$ cat src/rtl/gray_run_ctrl_pkg.sv
// gray_run_ctrl_pkg: shared widths, FSM encodings, counter-select bit
// indices and the binary-to-Gray helper for the Gray run controller.
package gray_run_ctrl_pkg;

  localparam int W4_DEF     = 4;
  localparam int W3_DEF     = 3;
  localparam int LEN_W_DEF  = 8;
  localparam int GRAY_MAX_W = 8;

  localparam int SEL_G4 = 0;
  localparam int SEL_G3 = 1;

  typedef enum logic [1:0] {
    IDLE = 2'b00,
    RUN  = 2'b01,
    DONE = 2'b10
  } state_t;

  // Callers zero-extend narrower values in and truncate the result back.
  function automatic logic [GRAY_MAX_W-1:0] bin2gray(input logic [GRAY_MAX_W-1:0] b);
    return b ^ (b >> 1);
  endfunction

endpackage

$ cat src/rtl/gray_run_ctrl_if.sv
// gray_run_ctrl_if: host-side bundle of the Gray run controller.
//   master (host): drives start, steps, sel, hold, clear;
//                  observes gray_4, gray_3, busy, done, wrap_4, wrap_3, remaining.
//   slave  (controller): the mirror image.
interface gray_run_ctrl_if
  import gray_run_ctrl_pkg::*;
#(
  parameter int W4    = W4_DEF,
  parameter int W3    = W3_DEF,
  parameter int LEN_W = LEN_W_DEF
);
  logic             start;
  logic [LEN_W-1:0] steps;
  logic [1:0]       sel;
  logic             hold;
  logic             clear;
  logic [W4-1:0]    gray_4;
  logic [W3-1:0]    gray_3;
  logic             busy;
  logic             done;
  logic             wrap_4;
  logic             wrap_3;
  logic [LEN_W-1:0] remaining;

  modport master (
    output start, steps, sel, hold, clear,
    input  gray_4, gray_3, busy, done, wrap_4, wrap_3, remaining
  );

  modport slave (
    input  start, steps, sel, hold, clear,
    output gray_4, gray_3, busy, done, wrap_4, wrap_3, remaining
  );
endinterface

$ cat src/rtl/gray_run_ctrl_step_counter.sv
// gray_step_counter: W-bit Gray counter advancing one code per enabled cycle.
//   clk, reset : clock, synchronous active-high reset
//   en         : advance one Gray step this cycle
//   clr        : zero the counter (never raises wrap)
//   gray       : registered Gray value
//   wrap       : one-cycle pulse while gray shows zero after rolling over
module gray_step_counter
  import gray_run_ctrl_pkg::*;
#(
  parameter int W = 4
) (
  input  logic         clk,
  input  logic         reset,
  input  logic         en,
  input  logic         clr,
  output logic [W-1:0] gray,
  output logic         wrap
);

  logic [W-1:0] bin_q;
  logic [W-1:0] bin_nxt;
  logic [W-1:0] gray_q;
  logic         wrap_q;

  assign bin_nxt = bin_q + W'(1);

  // Gray is registered from the next binary value so the output never
  // passes through XOR glitches.
  always_ff @(posedge clk) begin
    if (reset || clr) begin
      bin_q  <= '0;
      gray_q <= '0;
      wrap_q <= 1'b0;
    end else if (en) begin
      bin_q  <= bin_nxt;
      gray_q <= W'(bin2gray(GRAY_MAX_W'(bin_nxt)));
      wrap_q <= &bin_q;
    end else begin
      wrap_q <= 1'b0;
    end
  end

  assign gray = gray_q;
  assign wrap = wrap_q;

endmodule

$ cat src/rtl/gray_run_ctrl.sv
// gray_run_ctrl: runs bursts of Gray-counter advances on a 4-bit and a
// 3-bit counter. An accepted start latches the step count and counter
// select; each un-held RUN cycle advances the selected counters once.
//   clk, reset : clock, synchronous active-high reset
//   bus        : gray_run_ctrl_if slave (start/steps/sel/hold/clear in;
//                gray_4/gray_3/busy/done/wrap_4/wrap_3/remaining out)
//
// state | meaning
// IDLE  | waiting for start; clear honoured here
// RUN   | one advance per cycle with hold low
// DONE  | single-cycle done pulse, returns to IDLE
module gray_run_ctrl
  import gray_run_ctrl_pkg::*;
#(
  parameter int W4    = W4_DEF,
  parameter int W3    = W3_DEF,
  parameter int LEN_W = LEN_W_DEF
) (
  input  logic             clk,
  input  logic             reset,
  gray_run_ctrl_if.slave   bus
);

  state_t           state_q, state_d;
  logic [LEN_W-1:0] rem_q, rem_d;
  logic [1:0]       sel_q, sel_d;
  logic             adv;
  logic             clr;

  always_ff @(posedge clk) begin
    if (reset) begin
      state_q <= IDLE;
      rem_q   <= '0;
      sel_q   <= '0;
    end else begin
      state_q <= state_d;
      rem_q   <= rem_d;
      sel_q   <= sel_d;
    end
  end

  always_comb begin
    state_d = state_q;
    rem_d   = rem_q;
    sel_d   = sel_q;
    adv     = 1'b0;
    clr     = 1'b0;
    case (state_q)
      IDLE: begin
        clr = bus.clear;
        if (bus.start) begin
          if (bus.steps != '0) begin
            rem_d   = bus.steps;
            sel_d   = bus.sel;
            state_d = RUN;
          end else begin
            state_d = DONE;
          end
        end
      end
      RUN: begin
        if (!bus.hold) begin
          adv   = 1'b1;
          rem_d = rem_q - LEN_W'(1);
          if (rem_q == LEN_W'(1)) state_d = DONE;
        end
      end
      DONE:    state_d = IDLE;
      default: state_d = IDLE;
    endcase
  end

  gray_step_counter #(.W(W4)) u_g4 (
    .clk   (clk),
    .reset (reset),
    .en    (adv & sel_q[SEL_G4]),
    .clr   (clr),
    .gray  (bus.gray_4),
    .wrap  (bus.wrap_4)
  );

  gray_step_counter #(.W(W3)) u_g3 (
    .clk   (clk),
    .reset (reset),
    .en    (adv & sel_q[SEL_G3]),
    .clr   (clr),
    .gray  (bus.gray_3),
    .wrap  (bus.wrap_3)
  );

  assign bus.busy      = (state_q != IDLE);
  assign bus.done      = (state_q == DONE);
  assign bus.remaining = rem_q;

endmodule

$ cat src/flat_wrapper.sv
// flat-port wrapper written by rule: the top's interface ports become plain ports
module gray_run_ctrl_flat import gray_run_ctrl_pkg::*;
#(
  parameter int W4    = W4_DEF,
  parameter int W3    = W3_DEF,
  parameter int LEN_W = LEN_W_DEF
)
  (clk, reset, bus_start, bus_steps, bus_sel, bus_hold, bus_clear, bus_gray_4, bus_gray_3, bus_busy, bus_done, bus_wrap_4, bus_wrap_3, bus_remaining);
  gray_run_ctrl_if #(.W4(W4), .W3(W3), .LEN_W(LEN_W)) bus_i ();
  input  logic clk;
  input  logic reset;
  input wire logic [$bits(bus_i.start)-1:0] bus_start;
  input wire logic [$bits(bus_i.steps)-1:0] bus_steps;
  input wire logic [$bits(bus_i.sel)-1:0] bus_sel;
  input wire logic [$bits(bus_i.hold)-1:0] bus_hold;
  input wire logic [$bits(bus_i.clear)-1:0] bus_clear;
  output wire logic [$bits(bus_i.gray_4)-1:0] bus_gray_4;
  output wire logic [$bits(bus_i.gray_3)-1:0] bus_gray_3;
  output wire logic [$bits(bus_i.busy)-1:0] bus_busy;
  output wire logic [$bits(bus_i.done)-1:0] bus_done;
  output wire logic [$bits(bus_i.wrap_4)-1:0] bus_wrap_4;
  output wire logic [$bits(bus_i.wrap_3)-1:0] bus_wrap_3;
  output wire logic [$bits(bus_i.remaining)-1:0] bus_remaining;
  assign bus_i.start = bus_start;
  assign bus_i.steps = bus_steps;
  assign bus_i.sel = bus_sel;
  assign bus_i.hold = bus_hold;
  assign bus_i.clear = bus_clear;
  assign bus_gray_4 = bus_i.gray_4;
  assign bus_gray_3 = bus_i.gray_3;
  assign bus_busy = bus_i.busy;
  assign bus_done = bus_i.done;
  assign bus_wrap_4 = bus_i.wrap_4;
  assign bus_wrap_3 = bus_i.wrap_3;
  assign bus_remaining = bus_i.remaining;
  gray_run_ctrl #(.W4(W4), .W3(W3), .LEN_W(LEN_W)) u_core (.clk(clk), .reset(reset), .bus(bus_i));
endmodule
$ cat config.mk
export PLATFORM = sky130hd
export DESIGN_NAME = gray_run_ctrl_flat
export DESIGN_NICKNAME = d
export VERILOG_FILES = /design/src/rtl/gray_run_ctrl_pkg.sv /design/src/rtl/gray_run_ctrl_if.sv /design/src/rtl/gray_run_ctrl_step_counter.sv /design/src/rtl/gray_run_ctrl.sv /design/src/flat_wrapper.sv
export SDC_FILE = /design/constraint.sdc
export NUM_CORES = 1
export LEC_CHECK = 0
export BUFFER_PORTS_ARGS = -buffer_cell sky130_fd_sc_hd__clkbuf_2
export CORE_MARGIN = 2
export CORE_UTILIZATION = 34
export DETAILED_ROUTE_END_ITERATION = 7
export GPL_TIMING_DRIVEN = 0
export PLACE_DENSITY = 0.61
export SYNTH_ARGS = -nofsm -noshare
export SYNTH_HDL_FRONTEND = slang
export SYNTH_HIERARCHICAL = 1
export SYNTH_SLANG_ARGS = --single-unit
$ cat constraint.sdc
create_clock -name clk -period 3.35 [get_ports clk]
set_clock_uncertainty 0.05 [all_clocks]
set_input_delay 0.335 -clock clk [delete_from_list [all_inputs] [get_ports clk]]
set_output_delay 0.335 -clock clk [all_outputs]
set_load 0.05 [all_outputs]
== Yosys cells after proc, flatten, opt, wreduce, memory -nomap -nowiden ==
Cells that the tools add are included.

* $add $sub $neg: 3
* Equal/unequal tests: 7
* Mux-type cells: 12
* Bitwise logic cells: 6
* Reductions and logical operators: 12

{| class="wikitable"
|+ Operator list
! cell !! count
|-
| 8-bit two-way mux || 3
|-
| 8-bit one-hot mux with 2 select lines || 1
|-
| 3-bit AND reduction || 3
|-
| 8-bit by 1-bit equality test with 1-bit output, second input constant || 1
|-
| 2-bit two-way mux || 4
|-
| 4-bit AND reduction || 2
|-
| 8-bit nonzero test || 1
|-
| 8-bit by 1-bit subtractor with 8-bit output, second input constant || 1
|-
| 4-bit by 1-bit adder with 4-bit output, second input constant || 1
|-
| 2-bit by 1-bit inequality test with 1-bit output, second input constant || 2
|-
| 2-bit inequality test, second input constant || 2
|-
| 2-bit one-hot mux with 2 select lines || 1
|-
| 2-bit nonzero test || 2
|-
| 2-bit OR reduction || 2
|-
| 4-bit by 3-bit bitwise XOR with 4-bit output || 1
|-
| 3-bit by 1-bit adder with 3-bit output, second input constant || 1
|-
| 1-bit two-way mux || 3
|-
| 3-bit by 2-bit bitwise XOR with 3-bit output || 1
|-
| 1-bit bitwise AND || 2
|-
| 2-bit by 1-bit equality test with 1-bit output, second input constant || 1
|-
| 2-bit equality test, second input constant || 1
|-
| 2-bit zero test || 1
|-
| 1-bit NOT || 2
|-
| 1-bit logical OR || 1
|}

* Flip-flop bits (word level): 28
* Input port bits: 15
* Output and inout bits: 19

== Logic depth before layout (Yosys ltp) ==
Gate-level depths: netlist (run 1).

* Depth in word-level cells: 5
* Depth in mapped cells: 8
* Mapped depth without buffers: 6

== Hierarchy ==
The synthesis (run 1) kept the hierarchy.

{| class="wikitable"
|+ By module, submodules not included
! module !! times used !! cells each !! area an instance (µm²)
|-
| gray_run_ctrl || 1 || 91 || 789.5
|-
| gray_step_counter (u_core.u_g4) || 1 || 39 || 367.9
|-
| gray_step_counter (u_core.u_g3) || 1 || 24 || 265.3
|}

== Least setup slack after synthesis (run 1) ==
No wires, ideal clock.

* Kind: register to register
* Start: register u_core.rem_q[0], in the netlist u_core/bus.remaining[0]
* End: register u_core.rem_q[5], in the netlist u_core/bus.remaining[5]
* Library setup time: 129 ps
* Arrival: 1621 ps
* Path slack: 1550 ps
* Stages on the path, launching flop included: 5
* Buffers on the path: 0
* Period minus slack after synthesis: 1800 ps
* Cells stage by stage: dfxtp_1 > or4_4 > or3_1 > o21ai_1 > o22ai_1

* Word-level cells in the longest chain between the ends: 3

{| class="wikitable"
|+ RTL lines
! item !! RTL line !! source
|-
| start: declaration || gray_run_ctrl.sv:25 || <nowiki>logic [LEN_W-1:0] rem_q, rem_d;</nowiki>
|-
| start signal: assignment || gray_run_ctrl.sv:37 || <nowiki>rem_q <= rem_d;</nowiki>
|-
| 8-bit by 1-bit subtractor with 8-bit output || gray_run_ctrl.sv:64 || <nowiki>rem_d = rem_q - LEN_W'(1);</nowiki>
|-
| 8-bit two-way mux || gray_run_ctrl.sv:62 || <nowiki>if (!bus.hold) begin</nowiki>
|-
| 8-bit one-hot mux with 2 select lines || gray_run_ctrl.sv:48 || <nowiki>case (state_q)</nowiki>
|}

Every way passes these cells. The select of a mux whose other input is x is not followed.
A chain may end at the register's enable or synchronous reset.

== Worst setup path in the final report (run 1) ==
* Start: register u_core.state_q[1]
* End: register u_core.u_g3.gray_q[1], in the netlist u_core/u_g3/gray[1]

* Word-level cells in the longest chain between the ends: 3

{| class="wikitable"
|+ RTL lines
! item !! RTL line !! source
|-
| start: declaration || gray_run_ctrl.sv:24 || <nowiki>state_t state_q, state_d;</nowiki>
|-
| start signal: assignment || gray_run_ctrl.sv:36 || <nowiki>state_q <= state_d;</nowiki>
|-
| 2-bit by 1-bit equality test with 1-bit output or 2-bit zero test (tied branches) || gray_run_ctrl.sv:48 ||
|-
| 1-bit two-way mux || gray_run_ctrl.sv:48 ||
|-
| 1-bit bitwise AND or 1-bit logical OR (tied branches) || gray_run_ctrl.sv:85, gray_run_ctrl_step_counter.sv:30 ||
|-
| end signal: assignment || gray_run_ctrl_step_counter.sv:36 || <nowiki>gray_q <= W'(bin2gray(GRAY_MAX_W'(bin_nxt)));</nowiki>
|-
| end: declaration || gray_run_ctrl_step_counter.sv:22 || <nowiki>logic [W-1:0] gray_q;</nowiki>
|}

Several ways; a longest one is shown, not always the timed one.

==> results of run 1 <==
==> layer usage <==
layer	vias up	GRT usage	part of all wire
met3	2	0.01948	0.042
li1	627	-	-
met5	-	0	0
met1	532	0.1906	0.52
met4	0	0.04500	0.0055
met2	27	0.2127	0.44
==> synth_stat cells, drive strengths merged (4+ instances only) <==
| cell | number |
|---|---|
| nor2 | 17 |
| o21ai | 6 |
| nand2 | 5 |
| inv | 4 |
| a21oi | 7 |
| mux2i | 6 |
| ha | 5 |
| or2 | 5 |
| xnor2 | 7 |
| xor2 | 4 |
| nor2b | 4 |
| nand2b | 4 |
| dfxtp | 26 |
| buf | 7 |
| nor3 | 7 |
==> cell type report <==
cell class              instances  area [sq um]
multi-input cells             115         837.1
repair buffers                 33         165.2
inverters                       4         15.01
flip-flops and latches         26         520.5
clock buffers                   3         41.29
fillers                       401          2278
plain buffers                   9         50.05
well taps                      50         62.56
clock inverters                 1         30.03
==> power groups by stage <==
stage | Combinational, uW | Sequential, uW | Clock (uW)
after floorplan | 127 | 393 | 0
after global placement | 227 | 352 | 0
after detailed placement | 226 | 352 | 0
after CTS | 227 | 345 | 271
after global routing | 247 | 348 | 283
final | 227 | 344 | 261
==> per-stage QoR <==
stage | instance area, sq um | power, uW | worst slack (ps)
final | 1722 | 832.3 | 1281
after global routing | 1722 | 876.9 | 1079
after CTS | 1722 | 842.9 | 1270
after detailed placement | 1650 | 577.6 | 1260
after global placement | 1650 | 578.6 | 1274
after floorplan | 1423 | 520.6 | 1550
==> final timing paths <==
kind	to	startpoint	cells after the start	slack, ps
setup / recovery	u_core/u_g3/gray[1]	u_core/state_q[1]	7	1280
hold / removal	u_core/sel_q[0]	bus_sel[0]	3	250
setup reg to reg	u_core/u_g3/gray[1]	u_core/state_q[1]	7	1280
hold reg to reg	u_core/u_g4/gray[2]	u_core/u_g4/gray[2]	2	430
==> registers in the layout (all words and copies together), names as in the netlist <==
name and count:
u_core/bus.remaining 8, u_core/u_g3/gray 2, u_core/state_q 2, u_core/sel_q 2, u_core/u_g4/bin_q 4, u_core/u_g4/wrap 1
u_core/u_g3/wrap 1, u_core/u_g4/gray 3, u_core/u_g3/bin_q 3
==> layout by cell type, fill, tap and decap left out, drive strengths merged, types with 2 or more instances in the layout <==
cell / Yosys / layout
o21ai: 6 / 6
a2bb2oi: 2 / 2
and2: 2 / 2
nor4: 3 / 3
a211oi: 2 / 2
or3: 2 / 2
o32ai: 2 / 2
nor2: 17 / 17
or2: 5 / 5
nand2b: 4 / 4
a31o: 2 / 2
clkbuf: 2 / 38
nand3b: 2 / 2
nand2: 5 / 5
buf: 7 / 7
mux2i: 6 / 6
inv: 4 / 4
a21oi: 7 / 7
nor3: 7 / 7
ha: 5 / 5
xor2: 4 / 4
xnor2: 7 / 7
nand4: 2 / 2
o31ai: 2 / 2
and3: 2 / 2
nor2b: 4 / 4
o22ai: 3 / 3
dfxtp: 26 / 26
a21boi: 2 / 2
==> cells by family after synthesis <==
group | after synthesis
buf+inv | 13
simple gates | 58
compound gates | 35
flops | 26
mux | 6
fa+ha+maj | 5
xor+xnor | 11
==> tightest hold or removal path: cells and delay by family <==
family	cells	cell delay, ps
AND/OR/NAND/NOR	1	70
buffers and inverters	1	80
multiplexers	1	50
==> results.txt, run 1 <==
The run finished with clean final reports. The critical path goes through nand2b_1 > buf_4 > nor2_1 > and2_1 > buf_2 > nor2_1 > a2111oi_2. The multiplexer area fraction after synthesis came out at 0.04222. By area, the combinational part of the netlist is dominated by simple AND/OR/NAND/NOR gates. After detailed placement, the design holds a cell count of 237.

The number of flip-flops and latches in the synthesized netlist is 26. Summed over all nets, the switching power comes to between 200 and 300 uW. The wire length of the first global-routing pass is 4885 um. The count of hold buffers inserted by post-cts repair came out at 0. The minimum period implied by the final worst setup slack is between 2000 and 2500 ps.

The signal arrival time at the worst endpoint came out at around 2200 ps. The max capacitance violation total is 0. The worst setup path is launched from a register. The combinational share of power came out at 0.273. Counting both buffers and inverters, the worst setup path holds a total of 2. The synthesized-area fraction occupied by ao, oa, aoi and oai cells is 0.1873.

The clock latency at the later pin of the worst-skew pair is roughly 270 ps. The count of non-filler cells in the finished layout is ~240. The share of total power in sequential cells came out at 0.414. The achievable frequency is slightly below 500 MHz. The total overflow reported by the global router is 0. The clock-pin slew reported for the worst setup and hold paths after clock tree synthesis came out at ~90 ps. The class of the tightest hold or removal check is in2reg. The final hold violation count is 0. The final hold slack came out at about 250 ps. In this run the horizontal extent of the chip is between 60 and 70 um. Dividing total power by cell area gives a power density of ~480 nW/um^2. The actual slew at the worst max-slew pin is between 500 and 600 ps.

Internal power comes to ~570 uW. The final standard cell utilization of the core is 0.4304. The antenna diode instance count is 0. The worst setup path is captured at a register. The number of antenna violations at the first check in global routing was 0. In the synthesized netlist the dominant register cell turns out to be dfxtp_1.

Setup repair after global routing left no endpoint under its margin. The buffer depth of the longest clock path is 2. The Yosys step of the flow raised 6 warnings.

The clock network fraction of total power came out at 0.314. The number of max-slew violations in the final report is 0. The floorplan step defined a die boundary enclosing ~4700 sq um. The via count of the first global-routing pass came out at between 1000 and 1500.

The largest stage delay on the critical path is 400 ps. In the post-synthesis netlist, the biggest area contributors are dfxtp_1, ha_1, xnor2_1. The first detailed-routing pass ran for 4 iterations. For this run, design rule violations remaining after detail routing come to 0.

In this run the worst path has a maximum fanout of 8. The maximum number of pins on one net before global-route repair is 16. The HPWL after detailed placement came out at around 2200 um.

The net count after synthesis came out at 174. The most repeated library cell on the critical path is nor2_1. The mean instance size in the synthesized netlist is 9.238 sq um.

The first-iteration detailed-routing DRC count is 50. The number of H-tree levels is 1. The number of placement rows is 23.

Buffers inserted during clock tree synthesis total 3. Summed over all failing endpoints, the final setup total negative slack is 0 ps. Counting flops with an async set or reset pin after synthesis yields a share of 0.

In the routed layout, each cell is associated on average with a via count of 4.929. The sequential area share after synthesis is 0.3659. The leakage component of the power came out at a little over 0.0007 uW. Among all stages on the critical path, the largest delay is contributed by nor2_1. The die is between 60 and 70 um tall. The final critical-path share of the clock period is 0.6177. The area growth from synthesis to layout is 21.02%. Of the total power, the share spent switching nets is 0.3197.

During I/O placement, the number of pins put on the boundary was 34. The normalized max-slew margin is 0.6066. The via count is between 1000 and 1500. After floorplanning, the core was sized to cover ~4000 sq um.

The post-cts repair resize count is 0. Of the total synthesized cell area, the portion taken by AND, OR, NAND and NOR gates is 0.2471. In the final layout, the share of cells above drive strength 1 is 0.3037. The share of the synthesized area in the top cell type came out at 0.3659. The unique cell type count in the Yosys netlist is 48. The antenna violation net count after detailed routing came out at 0. The final-report setup violation count is 0. The total global-route track usage came out at 0.1358. The count of clock tree sinks is 26. The worst endpoint required time is roughly 3500 ps. The number of synthesized flops with an enable pin came out at 0. The net count of the finished layout is ~210. The average detailed-routed wire length per instance is ~12 um. The count of buffers added by post-CTS timing repair for setup is 0. The post-synthesis adder-cell area fraction came out at 0.04398. The routability-driven placement congestion ratio is between 0.8 and 0.9.

The number of instances in the synthesized netlist is around 150. TritonCTS built the clock tree. The library cell with the largest summed area after synthesis is dfxtp_1. Broken down by cell family, the worst path's largest delay share belongs to simple AND/OR/NAND/NOR gates. The peak supply drop is about 0.25 mV.

Clock tree synthesis selected as its root buffer the cell clkbuf_8. The initial core utilization is 0.3556. The detailed-route wire length came out at about 2900 um.

The worst setup path is of the reg2reg kind. Of the total synthesized cell area, the portion taken by XOR and XNOR cells is 0.06772. The cell area that synthesis handed to floorplanning was between 1000 and 1500 sq um. The number of input and output port buffers inserted came out at 33.
No activity file was read; power rests on OpenSTA's default activity.
==> run 2, diff against run 1 <==
--- a/config.mk
+++ b/config.mk
@@ -5,12 +5,13 @@
 export SDC_FILE = /design/constraint.sdc
 export NUM_CORES = 1
 export LEC_CHECK = 0
+export ABC_AREA = 1
 export BUFFER_PORTS_ARGS = -buffer_cell sky130_fd_sc_hd__clkbuf_2
 export CORE_MARGIN = 2
 export CORE_UTILIZATION = 34
 export DETAILED_ROUTE_END_ITERATION = 7
 export GPL_TIMING_DRIVEN = 0
-export PLACE_DENSITY = 0.61
+export PLACE_DENSITY = 0.6
 export SYNTH_ARGS = -nofsm -noshare
 export SYNTH_HDL_FRONTEND = slang
 export SYNTH_HIERARCHICAL = 1
==> constraint.sdc (replaced) <==
create_clock -name clk -period 2 [get_ports clk]
set_clock_uncertainty 0.05 [all_clocks]
set_input_delay 0.2 -clock clk [delete_from_list [all_inputs] [get_ports clk]]
set_output_delay 0.2 -clock clk [all_outputs]
set_load 0.05 [all_outputs]
==> run 2 against run 1 <==
Wire length increased by 15%. Critical path depth up 3. Clock-buffer cell count unchanged. Sequential cell count is the same. Setup slack worse by 980 ps. Sequential power grew 76%. First-iteration DRC count up 54%. Synthesized cell count is 63% higher. Non-clock buffer count decreased by 4. Largest cell class unchanged.
==> results.txt, run 2 <==
Traced cell by cell, the critical path runs through inv_2 > nand2_1 > buf_2 > nor3_2 > inv_2 > nor2_1 > nand2_1 > nand3_1 > nand2_1 > inv_1. The library cells used most frequently in the layout, excluding fill and tap cells, are nand2_1, nor2_1, clkbuf_2. The area added between synthesis and finish came out at 20.02%. TritonCTS built the clock tree. For this run, the top clock speed supported by timing is 587.9 MHz. The cell count of the worst reg-to-reg path is 10. The via count of the first global-routing pass came out at 1312. The number of ports placed on the die boundary came out at 34. The number of max-slew violations in the final report was 0. The number of instances on the worst hold path is 3. Yosys attributes the largest share of cell area to dfxtp_1, nand2_1, nor2_1. The chip height is approximately 70 um. The register-to-register setup slack is between 200 and 300 ps. Among all cell types in the netlist, the one instantiated most often is nand2_1. The signal arrival time at the worst endpoint is approximately 1900 ps. The largest stage delay on the critical path is roughly 360 ps. The number of placement rows came out at 24. The number of instances in the synthesized netlist is ~250.

The die area is 5057 sq um. The HPWL after detailed placement is about 2600 um. The net count after synthesis came out at approximately 270. The unique cell type count in the Yosys netlist came out at 22. Counting instances in the post-synthesis netlist gives the leading cell types as nand2_1, nor2_1, inv_1, dfxtp_1, nand3_1. The via count is around 1600. The horizontal die dimension came out at a little over 70 um. By instance count, the cell type seen most on the critical path is nand2_1. The total overflow reported by the global router came out at 0. The final total negative setup slack is 0 ps. The mean instance size in the synthesized netlist is 6.101 sq um. The average detailed-routed wire length per instance is ~10 um. Setup violations remaining at the end of the flow were counted as 0. Among all flip-flop cells after synthesis, the most frequent one is dfxtp_1. The worst endpoint required time is between 2000 and 2500 ps. The worst register-to-register path begins at u_core/state_q[1]. The clock tree root driver cell is clkbuf_8. The number of input and output port buffers inserted came out at 33. Along the worst path, the maximum fanout reaches 10. The peak supply drop came out at between 0.4 and 0.5 mV. The total global-route track usage came out at 0.1377. The maximum number of pins on one net before global-route repair came out at 16. The count of clock tree sinks came out at 26. The async set or reset register ratio after synthesis is 0. The initial core utilization came out at 0.3517. The number of antenna violations at the first check in global routing is 0.

The power density over the cells came out at about 870 nW/um^2. The longest clock path from root to sink contains 2 buffers. The routability-driven placement congestion ratio came out at 0.7771. The actual slew at the worst max-slew pin is approximately 420 ps. The end point of the worst hold path is u_core/sel_q[0]. The DRC violation count after routing is 0. In this run the number of H-tree levels came out at 1. The library cell used most frequently in the layout, excluding fill and tap cells, is nand2_1. The antenna violation net count after detailed routing is 0. For this run, the register share of the synthesized area comes to 0.3399. The normalized max-slew margin came out at 0.7162. Counting both buffers and inverters, the worst setup path holds a total of 4. Dividing the final minimum period by the clock period gives 0.8505. The core region is 4354 sq um. The minimum setup slack in the final design came out at about 300 ps. The first-iteration detailed-routing DRC count came out at 77.

The combined area of all synthesized cells came out at between 1500 and 2000 sq um. The family with the most delay on the worst path is simple AND/OR/NAND/NOR gates. The final hold violation count is 0. The worst setup path is captured at a register. The number of synthesized flops with an enable pin is 0. The total CTS buffers came out at 3. The startpoint type of the worst setup path is a register.

The first global-routing pass estimated 5651 um of wire. 0 antenna diodes ended up in the layout. The count of hold buffers inserted by post-cts repair is 0.

After clock tree synthesis, the clock-pin slew on the worst setup and hold paths is approximately 100 ps. The share of the synthesized area in the top cell type came out at 0.3399. Summed over all cells, the static leakage comes to between 0.0009 and 0.001 uW. The post-detailed-route via-to-cell ratio is 4.562. Setup repair after global routing left no endpoint under its margin. The total iterations of the first detailed-routing run came out at 4. dfxtp_1 takes more of the synthesized area than any other cell. The kind of critical path is reg2reg. The register with the most flip-flops in the layout has 8 of them. The slowest stage of the critical path is the dfxtp_1 cell.

The detailed-route wire length came out at roughly 3400 um. The class of the tightest hold or removal check is in2reg. The flow ran to the end, and the final reports show no timing, DRC or antenna violations.

The worst slack at placement came out at between 40 and 50 ps. The smallest clock period supported by the final layout is computed as ~1700 ps. The layout cell share with drive strength beyond 1 came out at 0.2049. Synthesis inferred 26 register bits. In this run the most critical hold path is launched from bus_sel[0]. The max capacitance violation total is 0. The synthesis warning total came out at 6. The worst register-to-register path ends at u_core/u_g4/gray[2]. The net count of the finished layout is just over 300. The final hold slack is 93.82 ps.

At the later pin of the worst-skew pair, clock insertion delay measures 270 ps.
## run 2: cell count changes in the layout (fill, tap and decap cells not counted), sizes merged, moves of 3 or more
cell / change
nor2b: -4
nor3: -5
inv: +29
xor2: -4
nand3: +21
or2: -4
nor2: +33
a21oi: +5
o22ai: -3
nand2b: -4
xnor2: -7
mux2i: -6
nand2: +77
## run 2: per-stage QoR
stage	utilization	std cells	total power [uW]	area [sq um]
after CTS	0.4210	340	1620	1833
after global routing	0.4221	340	1704	1838
after global placement	0.4046	336	1165	1762
final	0.4221	340	1600	1838
after detailed placement	0.4046	336	1166	1762
after floorplan	-	251	1043	1531
## run 2: cell families (layout without fill, tap and decap cells)
kind of cell             Yosys count  count (layout)  share of synthesized area
AO/OA/AOI/OAI                     21              21                    0.06944
buffers and inverters             39              76                     0.1111
flip-flops                        26              26                     0.3399
AND/OR/NAND/NOR                  160             160                     0.4387
adder cells (fa/ha/maj)            5               5                    0.04085
## run 2: worst max-delay path by stage
| stage | from | endpoint | slack [ps] | cells past startpoint |
|---|---|---|---|---|
| 2_1_floorplan | u_core/bus.remaining[0] | u_core/bus.remaining[2] | 280 | 8 |
| 3_3_place_gp | u_core/state_q[1] | u_core/u_g4/gray[2] | 30 | 10 |
| 3_5_place_dp | u_core/state_q[1] | u_core/u_g4/gray[2] | 50 | 10 |
| 4_1_cts | u_core/state_q[1] | u_core/u_g4/gray[2] | 20 | 10 |
| 5_1_grt | u_core/state_q[0] | u_core/u_g4/wrap | 80 | 5 |
| 6_report | u_core/state_q[1] | u_core/u_g4/gray[2] | 300 | 10 |
## run 2: timing repair
action                     CTS  global route
setup endpoints to repair    0             8
buffers inserted             0             0
resized for setup            0             1
## run 2: power by group
part	switching [uW]	internal (uW)
logic	385	164
clock network	178	268
registers	45.8	560
total	609	992
## run 2: metal layers
metal / track usage / vias up / wire length, um
li1: - / 850 / -
met1: 0.1953 / 670 / 1761
met2: 0.2108 / 29 / 1432
met3: 0.01852 / 2 / 142
met4: 0.05660 / 0 / 29
met5: 0 / - / 0
## run 2: worst register-to-register path: cells and delay by family (launching register included)
family,cells,cell delay (ps)
simple gates,6,760
flops,1,360
buf+inv,4,510
## run 2: area by class of cell
| type | count | area (sq um) |
|---|---|---|
| fillers | 473 | 2516 |
| flip-flops and latches | 26 | 520.5 |
| clock inverters | 1 | 30.03 |
| clock buffers | 3 | 41.29 |
| multi-input cells | 186 | 845.8 |
| plain buffers | 5 | 42.54 |
| well taps | 52 | 65.06 |
| repair buffers | 33 | 165.2 |
| inverters | 34 | 127.6 |
==> run 3, diff against run 2 <==
--- a/config.mk
+++ b/config.mk
@@ -7,7 +7,7 @@
 export LEC_CHECK = 0
 export ABC_AREA = 1
 export BUFFER_PORTS_ARGS = -buffer_cell sky130_fd_sc_hd__clkbuf_2
-export CORE_MARGIN = 2
+export CORE_MARGIN = 10
 export CORE_UTILIZATION = 34
 export DETAILED_ROUTE_END_ITERATION = 7
 export GPL_TIMING_DRIVEN = 0
==> run 3 against run 2 <==
Critical path type unchanged. Critical endpoint unchanged. Combinational power grew 0.9%. Non-clock buffer count is the same. Global-route usage shrank 3.4 points. Register-to-register slack is essentially flat. Hold slack lost 2.3 ps. Power grew 0.58%. Maximum frequency shrank 0.22%. Utilization is the same. Setup slack lost 3.8 ps. Final area is the same. Sequential power is essentially flat.
==> results.txt, run 3 (same netlist as run 2, synthesis figures left out) <==
The minimum period implied by the final worst setup slack is around 1700 ps. The worst setup path is captured at a register. The initial core utilization is 0.3517.

The count of clock tree sinks is 26. The buffer depth of the longest clock path is 2. Once placement completed, the tool counted placed cells totaling 336.

At the pin with the least slew margin, the transition time is 410.9 ps. The final hold violation count is 0. The routability-driven placement congestion ratio came out at between 0.7 and 0.8.

The post-detailed-route via-to-cell ratio is between 4 and 5. The setup path with the least slack is of type reg2reg. The total overflow reported by the global router is 0. The number of max-slew violations in the final report is 0. The leakage component of the power is between 0.0009 and 0.001 uW. The total global-route track usage is 0.1040.

The detailed-route wire length came out at roughly 3700 um. The worst hold path belongs to the class in2reg. The slowest stage of the critical path is the dfxtp_1 cell. The area of the multi-input gates came out at around 850 sq um. Setup repair after global routing left no endpoint under its margin. Leaving out fill and tap cells, the most frequent cell in the layout is nand2_1.

STA puts the critical path data required time at 2180 ps. The largest fanout of any net on the critical path is 10. Setup violations remaining at the end of the flow were counted as 0. The layout cell share with drive strength beyond 1 came out at 0.2049. Walking the worst path, the cells encountered are inv_2 > nand2_1 > buf_2 > nor3_2 > inv_2 > nor2_1 > nand2_1 > nand3_1 > nand2_1 > inv_1.

The area added between synthesis and finish came out at 20.02%. The largest stage delay on the critical path came out at around 360 ps. At the worst endpoint, the arrival time is ~1900 ps.

The wire length of the first global-routing pass came out at approximately 6600 um. Leaving out fill and tap cells, the most frequent cells in the layout are nand2_1, nor2_1, clkbuf_2. The detailed router placed around 1600 vias in this run. The max capacitance violation total came out at 0. In this run, the number of DRC markers left after iteration 0 of detailed routing was between 40 and 50.

The power density over the cells came out at roughly 880 nW/um^2. For the worst-skew pair, the clock arrives at the later sink with an insertion delay of about 270 ps. The total iterations of the first detailed-routing run came out at 4. The antenna diode instance count is 0. The achievable frequency came out at 586.6 MHz. The final critical-path share of the clock period came out at 0.8524. The DRC violation count after routing came out at 0. The final standard cell utilization of the core is 0.4221. The count of hold buffers inserted by post-cts repair is 0. The clock tree from TritonCTS is done. The HPWL after detailed placement is just under 3000 um. The final total negative setup slack is 0 ps. The total CTS buffers came out at 3. 34 I/O pins were placed. The via count of the first global-routing pass is approximately 1500. The clock-pin slew reported for the worst setup and hold paths after clock tree synthesis came out at around 100 ps. CTS built an H-tree with a depth of 1.

The average detailed-routed wire length per instance came out at between 10 and 15 um. STA classifies the critical path startpoint as a register. At the end of the flow, the number of nets in the layout was 309.

The area of the placeable core is around 4400 sq um. The horizontal die dimension is just under 90 um. The maximum number of pins on one net before global-route repair came out at 16. The cell that appears most often on the critical path is nand2_1. IR analysis of the VDD net gives a maximum drop of approximately 0.33 mV. The area taken by flip-flops and latches came out at 520.5 sq um. The number of placement rows came out at 24.

The antenna violation net count after detailed routing is 0. The filler cells instantiated in the layout total 500. The register with the most flip-flops in the layout has 8 of them. The count of non-filler cells in the finished layout is 340. The number of input and output port buffers inserted is 33. The die is between 80 and 90 um tall. The die area came out at between 7000 and 8000 sq um. The cell sitting at the root of the clock tree is a clkbuf_8. The number of antenna violations at the first check in global routing came out at 0. The worst pin sits at a relative slew slack of 0.7246. The run finished with clean final reports.
-- run 3: stage by stage --
stage | setup slack, ps | total power [uW] | hold WS, ps | area [sq um]
floorplan | 281.8 | 1043 | 219.1 | 1531
global placement | 14.02 | 1170 | 376.1 | 1762
detailed placement | 22.55 | 1172 | 379.1 | 1762
CTS | 0.5105 | 1622 | 87.18 | 1833
global route | 2.106 | 1725 | 92.68 | 1838
finish | 295.2 | 1610 | 91.55 | 1838
-- run 3: power breakdown --
group | internal [uW] | leakage (uW) | switching (uW)
registers | 560 | 0.000212 | 45.6
logic | 164 | 0.000693 | 390
clock network | 268 | 0.0000357 | 182
-- run 3: routing by layer --
metal  track usage  share of wire  wire [um]
met2        0.1686           0.44       1606
met5             0              0          0
met3       0.03277          0.055        203
met4       0.03043         0.0076         28
met1        0.1283           0.50       1848
-- run 3: final timing paths --
path / endpoint / from / slack [ps] / depth (start not counted)
setup reg to reg: u_core/u_g4/gray[2] / u_core/state_q[1] / 300 / 10
hold reg to reg: u_core/u_g3/bin_q[1] / u_core/u_g3/bin_q[1] / 430 / 2
hold / removal: u_core/sel_q[0] / bus_sel[0] / 90 / 3
setup / recovery: u_core/u_g4/gray[2] / u_core/state_q[1] / 300 / 10
-- run 3: repair_timing --
item,CTS,global route
endpoints found under the setup margin,0,8
resized for setup,0,1
hold endpoints to repair,0,0
buffers inserted,0,0
-- run 3: cell type report --
class / instances / area share
repair buffers: 33 / 0.08986
plain buffers: 5 / 0.02315
clock buffers: 3 / 0.02246
inverters: 34 / 0.06943
well taps: 52 / 0.03540
flip-flops and latches: 26 / 0.2832
multi-input cells: 186 / 0.4602
clock inverters: 1 / 0.01634
-- run 3: worst max-delay path: cells and delay by family, from the launching register on --
| family | cells | cell delay (ps) |
|---|---|---|
| AND/OR/NAND/NOR | 6 | 750 |
| buffers and inverters | 4 | 510 |
| flip-flops | 1 | 360 |
